===== src/rtl/instruction_fetch_unit.sv =====
// Instruction fetch requester: owns the PC, drives imem_addr, captures imem_data and offers it to decode.
// Latency: instr_valid rises READ_LATENCY clocks after entering FETCH; one word per READ_LATENCY+1 clocks.
// Backpressure: a word is held in ISSUE until instr_valid & instr_ready; redirect overrides everything.
module instruction_fetch_unit #(
    parameter logic [63:0] RESET_PC     = 64'h0,
    parameter int          READ_LATENCY = 2,
    parameter bit          HALT_ON_ZERO = 1'b1
) (
    input  logic        clk,
    input  logic        rst_n,
    output logic [63:0] imem_addr,
    input  logic [31:0] imem_data,
    output logic [31:0] instr_out,
    output logic [63:0] instr_pc,
    output logic        instr_valid,
    input  logic        instr_ready,
    input  logic        redirect_valid,
    input  logic [63:0] redirect_pc,
    output logic        halted,
    output logic [31:0] fetch_count
);

    // Wide enough to hold READ_LATENCY-1; at least one bit so latency 1 still has a counter.
    localparam int CW = (READ_LATENCY > 1) ? $clog2(READ_LATENCY) : 1;
    localparam logic [CW-1:0] LAST_CNT = CW'(READ_LATENCY - 1);

    typedef enum logic [1:0] {
        S_FETCH = 2'd0,
        S_ISSUE = 2'd1,
        S_HALT  = 2'd2
    } state_t;

    state_t        r_state;
    logic [63:0]   r_pc;
    logic [CW-1:0] r_cnt;
    logic [31:0]   r_instr_out;
    logic [63:0]   r_instr_pc;
    logic          r_instr_valid;
    logic          r_halted;
    logic [31:0]   r_fetch_count;

    logic          w_handshake;
    logic          w_capture;
    logic          w_zero_word;

    // instr_valid is only ever high in ISSUE, so ready while idle is naturally ignored.
    assign w_handshake = r_instr_valid & instr_ready;
    assign w_capture   = (r_state == S_FETCH) && (r_cnt == LAST_CNT);
    assign w_zero_word = HALT_ON_ZERO && (imem_data == 32'h0);

    assign imem_addr   = r_pc;
    assign instr_out   = r_instr_out;
    assign instr_pc    = r_instr_pc;
    assign instr_valid = r_instr_valid;
    assign halted      = r_halted;
    assign fetch_count = r_fetch_count;

    // Fetch FSM: latency counting, capture, issue handshake, halt and redirect.
    always_ff @(posedge clk or negedge rst_n) begin
        if (!rst_n) begin
            r_state       <= S_FETCH;
            r_pc          <= RESET_PC;
            r_cnt         <= '0;
            r_instr_out   <= 32'h0;
            r_instr_pc    <= 64'h0;
            r_instr_valid <= 1'b0;
            r_halted      <= 1'b0;
            r_fetch_count <= 32'h0;
        end else begin
            // A handshake on the redirect edge still counts: decode has consumed the word.
            if (w_handshake) begin
                r_fetch_count <= r_fetch_count + 32'd1;
            end

            if (redirect_valid) begin
                // Any in-flight fetch is dropped; the target is forced word-aligned.
                r_pc          <= {redirect_pc[63:2], 2'b00};
                r_cnt         <= '0;
                r_instr_valid <= 1'b0;
                r_halted      <= 1'b0;
                r_state       <= S_FETCH;
            end else begin
                case (r_state)
                    S_FETCH: begin
                        if (w_capture) begin
                            r_instr_out <= imem_data;
                            r_instr_pc  <= r_pc;
                            r_cnt       <= '0;
                            if (w_zero_word) begin
                                r_halted <= 1'b1;
                                r_state  <= S_HALT;
                            end else begin
                                r_instr_valid <= 1'b1;
                                r_state       <= S_ISSUE;
                            end
                        end else begin
                            r_cnt <= r_cnt + 1'b1;
                        end
                    end
                    S_ISSUE: begin
                        if (w_handshake) begin
                            r_pc          <= r_pc + 64'd4;
                            r_instr_valid <= 1'b0;
                            r_state       <= S_FETCH;
                        end
                    end
                    S_HALT: begin
                        // PC stays on the zero word until a redirect or reset.
                    end
                    default: begin
                        r_state <= S_FETCH;
                    end
                endcase
            end
        end
    end

endmodule

===== config.mk =====
export PLATFORM = sky130hd
export DESIGN_NAME = instruction_fetch_unit
export DESIGN_NICKNAME = d
export VERILOG_FILES = /design/src/rtl/instruction_fetch_unit.sv
export SDC_FILE = /design/constraint.sdc
export NUM_CORES = 1
export LEC_CHECK = 0
export CORE_ASPECT_RATIO = 1.2
export CORE_UTILIZATION = 42
export DETAILED_ROUTE_END_ITERATION = 8
export GPL_TIMING_DRIVEN = 0
export PLACE_DENSITY = 0.81
export SLEW_MARGIN = 20
export SYNTH_ARGS = -nofsm -noshare
export SYNTH_HDL_FRONTEND = slang
export SYNTH_SLANG_ARGS = --single-unit

===== constraint.sdc =====
create_clock -name clk -period 2.7 [get_ports clk]
set_input_delay 0.27 -clock clk [delete_from_list [all_inputs] [get_ports clk]]
set_output_delay 0.27 -clock clk [all_outputs]
set_load 0.03 [all_outputs]

==> results.yml, run 1 <==
placement:
  port_buffers: 286
  post-place-ws_ns: -0.5688
  hpwl_reported_at_the_end_of_detailed_placement_um: 18840
  gp_congestion: 0.8082
sta:
  report.final.hold_viol_count: 0
  timing_worst_slew_pin_value_ns: 0.8743
  setup-violations-final: 0
  worst_slack_ns: 0.09357
  drv_slew: 0
  holdWs_ns: 0.3454
  timing.final.crit_share_pct: 96.53
  layout_min_cycle_time_ns: 2.606
  timing.clock.skew_ns: 0.01264
  rsz_0062_raised_after_global_routing: "false"
  max_freq_mhz: 383.7
  slew-limit-headroom_pct: 41.17
power:
  p_leak_uw: 0.005061
  switching_share_pct: 37.21
  total_switching_power_uw: 4376
  p_int_uw: 7386
  peakVddDrop_uv: 616.9
  power.clock.fraction_pct: 22.3
  p_seq_share_pct: 36.5
  power.total_uw: 11760
  power.density_nw_per_um2: 921.3
  comb_power_share_pct: 41.3
clocking:
  cts_made_buffers: 17
  clock_tree.htree_level_count: 4
  cts_tree: "yes"
  cts-root-buf: "clkbuf_16"
  ctsLongestPathBuffers: 2
  insertion_delay_ns: 0.43
  clock_pin_slew_of_the_registers_on_the_worst_case_setup_and_hold_paths_ns: 0.08
  cts_sinks: 193
logic_synthesis:
  synth-seq-area-share_pct: 55.09
  synth-warning-count: 0
  netlist-cell-type-count: 48
  synthTopCellsByCount: "dfrtp_1, mux2_2, nand2_1"
  syn_inst: 772
  synthDominantCellAreaShare_pct: 55.09
  post-synth-top-count-cell: "dfrtp_1"
  synth_top_cells_by_area: "dfrtp_1, mux2_2, xnor2_1, nand2_1, o21ai_0"
  synth_seq_cells: 193
  synth_enable_flop_cells: 0
  postSynth.asyncResetShare_pct: 100.0
  synthesis.area_per_instance_um2: 11.36
  ys.flop_type: "dfrtp_1"
  synth_largest_area_cell: "dfrtp_1"
  mappedNetlistArea_um2: 8767
global_routing:
  grt_start_max_net_pins: 72
  globalRoute.totalOverflow: 0
  wire_length_of_the_first_global_routing_pass_um: 39960
  grt_usage_pct: 24.09
  initial_antenna_violation_count: 0
  via_count_of_the_first_global_routing_pass: 7302
hold_path:
  holdCritPathClass: "in2async"
floorplanning:
  floorplan.io_pins: 294
  dieArea_um2: 21460
  core-area_um2: 20330
  die_height_um: 160.3
  initial_core_utilization_pct: 43.13
  rows: 57
  die_w_um: 133.9
detailed_routing:
  drt-initial-drc-count: 472
  wire_length_reported_by_the_detailed_router_um: 25430
  drc: 0
  via_per_inst: 5.388
  first_drt_pass_iteration_count: 5
  number_of_antenna_violating_nets_in_the_routed_design: 0
  detail_route.wl_per_cell_um: 18.63
  routed-via-count: 7354
run:
  max_cap_viols: 0
cells_and_area:
  insertedDiodeCount: 0
  area.growth.synth_to_final_pct: 45.61
  fillerInstances: 1633
  num-nets-final: 1189
  proportion_of_layout_cells_with_a_drive_suffix_above_1_pct: 15.91
setup_path:
  timing.setup.critical_path_class: "reg2reg"
  setup.worst_path.end_class: "flop"
  timing.critical_path.fanout_max: 10
  startpoint_type: "flop"
  critPathRequiredTime_ns: 2.98
  worstPathBufferInverterCount: 3
  timing.critical_path.max_delay_family: "simple AND/OR/NAND/NOR gates"
  cp_slowest_stage_delay_ns: 0.57
  arrival_ns: 2.89
  critical_path.cell_chain: "nand4_2 -> or4_4 -> buf_6 -> nand4bb_4 -> buf_6 -> buf_2 -> o31ai_1 -> a31oi_1"
  crit_top_cell: "buf_6"
  slowest_stage_cell_on_the_critical_path: "or4_4"
  timing.reg2reg.setup_slack_ns: 0.09
run_status:
  outcome: "finished, final reports clean"
-- placed cells by master, fill, tap and decap left out, types with 3 or more instances in the layout --
cell type,netlist,layout
inv_8,0,4
o31ai_1,8,8
nor4_1,22,19
nand4_1,26,26
conb_1,1,4
clkinv_4,0,5
xnor2_1,45,45
dfrtp_1,193,183
or4_1,12,12
a31oi_1,23,23
clkbuf_1,25,23
clkbuf_16,0,17
nor3_1,13,13
nand3_1,33,33
and4_1,3,3
nor2_1,41,41
nor4_4,0,4
buf_2,3,4
and3_1,12,12
xor2_1,22,22
nand2_1,73,73
nand2b_1,3,3
mux2_2,98,98
dfrtp_2,0,10
buf_4,4,8
or3_1,16,16
clkdlybuf4s50_1,0,285
inv_1,12,12
dlygate4sd3_1,2,3
o21ai_0,50,50
-- cells by family after synthesis --
| family | after synthesis | share of synthesized area, % |
|---|---|---|
| and+or+nand+nor | 272 | 16.64 |
| DFF | 193 | 55.09 |
| muxes | 99 | 12.70 |
| AOI/OAI and AO/OA | 88 | 5.880 |
| xor gates and xnor gates | 67 | 6.693 |
| buffers and inverters | 50 | 2.669 |
| adders and majority gates | 2 | 0.2854 |
| other | 1 | 0.04277 |
-- sequential cells by signal, indices dropped and copies added (netlist names) --
signal	count
imem_addr	62
instr_pc	62
fetch_count	32
instr_out	32
r_state	2
halted	1
instr_valid	1
r_cnt	1
-- power by group through the flow --
stage          Combinational [uW]  Sequential, uW  Clock, uW
4_1_cts                      4890            4290       2670
3_3_place_gp                 4800            4300          0
6_report                     4850            4290       2620
3_5_place_dp                 4870            4340          0
5_1_grt                      5070            4410       2810
2_1_floorplan                1000            5950          0
-- stage by stage --
step / setup TNS (ns) / cell area (um2) / std cells / util, %
after global placement: -1317.51 / 11970 / 1326 / 58.90
after floorplan: 0 / 8778 / 775 / -
after detailed placement: -10.25 / 12030 / 1328 / 59.20
final: 0 / 12770 / 1365 / 62.81
after global routing: 0 / 12770 / 1365 / 62.81
after CTS: -0.03006 / 12700 / 1361 / 62.48
-- timing repair --
item | CTS | global route
hold buffers | 1 | 0
cloned | 0 | 0
pin swaps | 0 | 3
resized for setup | 8 | 16
setup endpoints to repair | 62 | 28
endpoints found under the hold margin | 53 | 0
buffers inserted | 0 | 4
-- cell type report --
type	count	area, um2	area share [%]
buffer	37	188.9	1.480
clock buffer	18	439.2	3.440
clock inverter	14	170.2	1.333
inverter	13	48.80	0.3822
multi-input combinational	532	3782	29.63
sequential	193	4842	37.93
tap	265	331.6	2.597
timing repair buffer	293	2963	23.21
-- layer usage --
layer  vias to the layer above  wire length (um)  GRT usage [%]  part of all wire (%)
met5                         -                 0              0                     0
met4                         0               671          8.110                   2.6
met3                        43              1636          5.841                   6.4
met2                       291             12760          40.58                    50
met1                      3617             10360          30.10                    41
li1                       3403                 -              -                     -
-- final timing paths --
path                            cells after the start                        end                     start
min in group clk                                    3  imem_addr[57]$_DFFE_PN0P_            redirect_valid
max in group asynchronous                           3   instr_pc[31]$_DFFE_PN0P_                     rst_n
worst max-delay path                                8  imem_addr[58]$_DFFE_PN0P_  imem_addr[9]$_DFFE_PN0P_
worst min register to register                      1     r_state[0]$_DFFE_PN0P_    r_state[1]$_DFFE_PN0P_
worst min-delay path                                2   instr_pc[10]$_DFFE_PN0P_                     rst_n
worst max register to register                      8  imem_addr[58]$_DFFE_PN0P_  imem_addr[9]$_DFFE_PN0P_
No activity file was read; power rests on OpenSTA's default activity.
==> run 2, diff against run 1 <==
--- a/config.mk
+++ b/config.mk
@@ -8,6 +8,7 @@
 export CORE_ASPECT_RATIO = 1.2
 export CORE_UTILIZATION = 42
 export DETAILED_ROUTE_END_ITERATION = 8
+export GPL_ROUTABILITY_DRIVEN = 0
 export GPL_TIMING_DRIVEN = 0
 export PLACE_DENSITY = 0.81
 export SLEW_MARGIN = 20
==> results of run 2 <==
The final DEF is identical to that of run 1; final timing and power are the same.
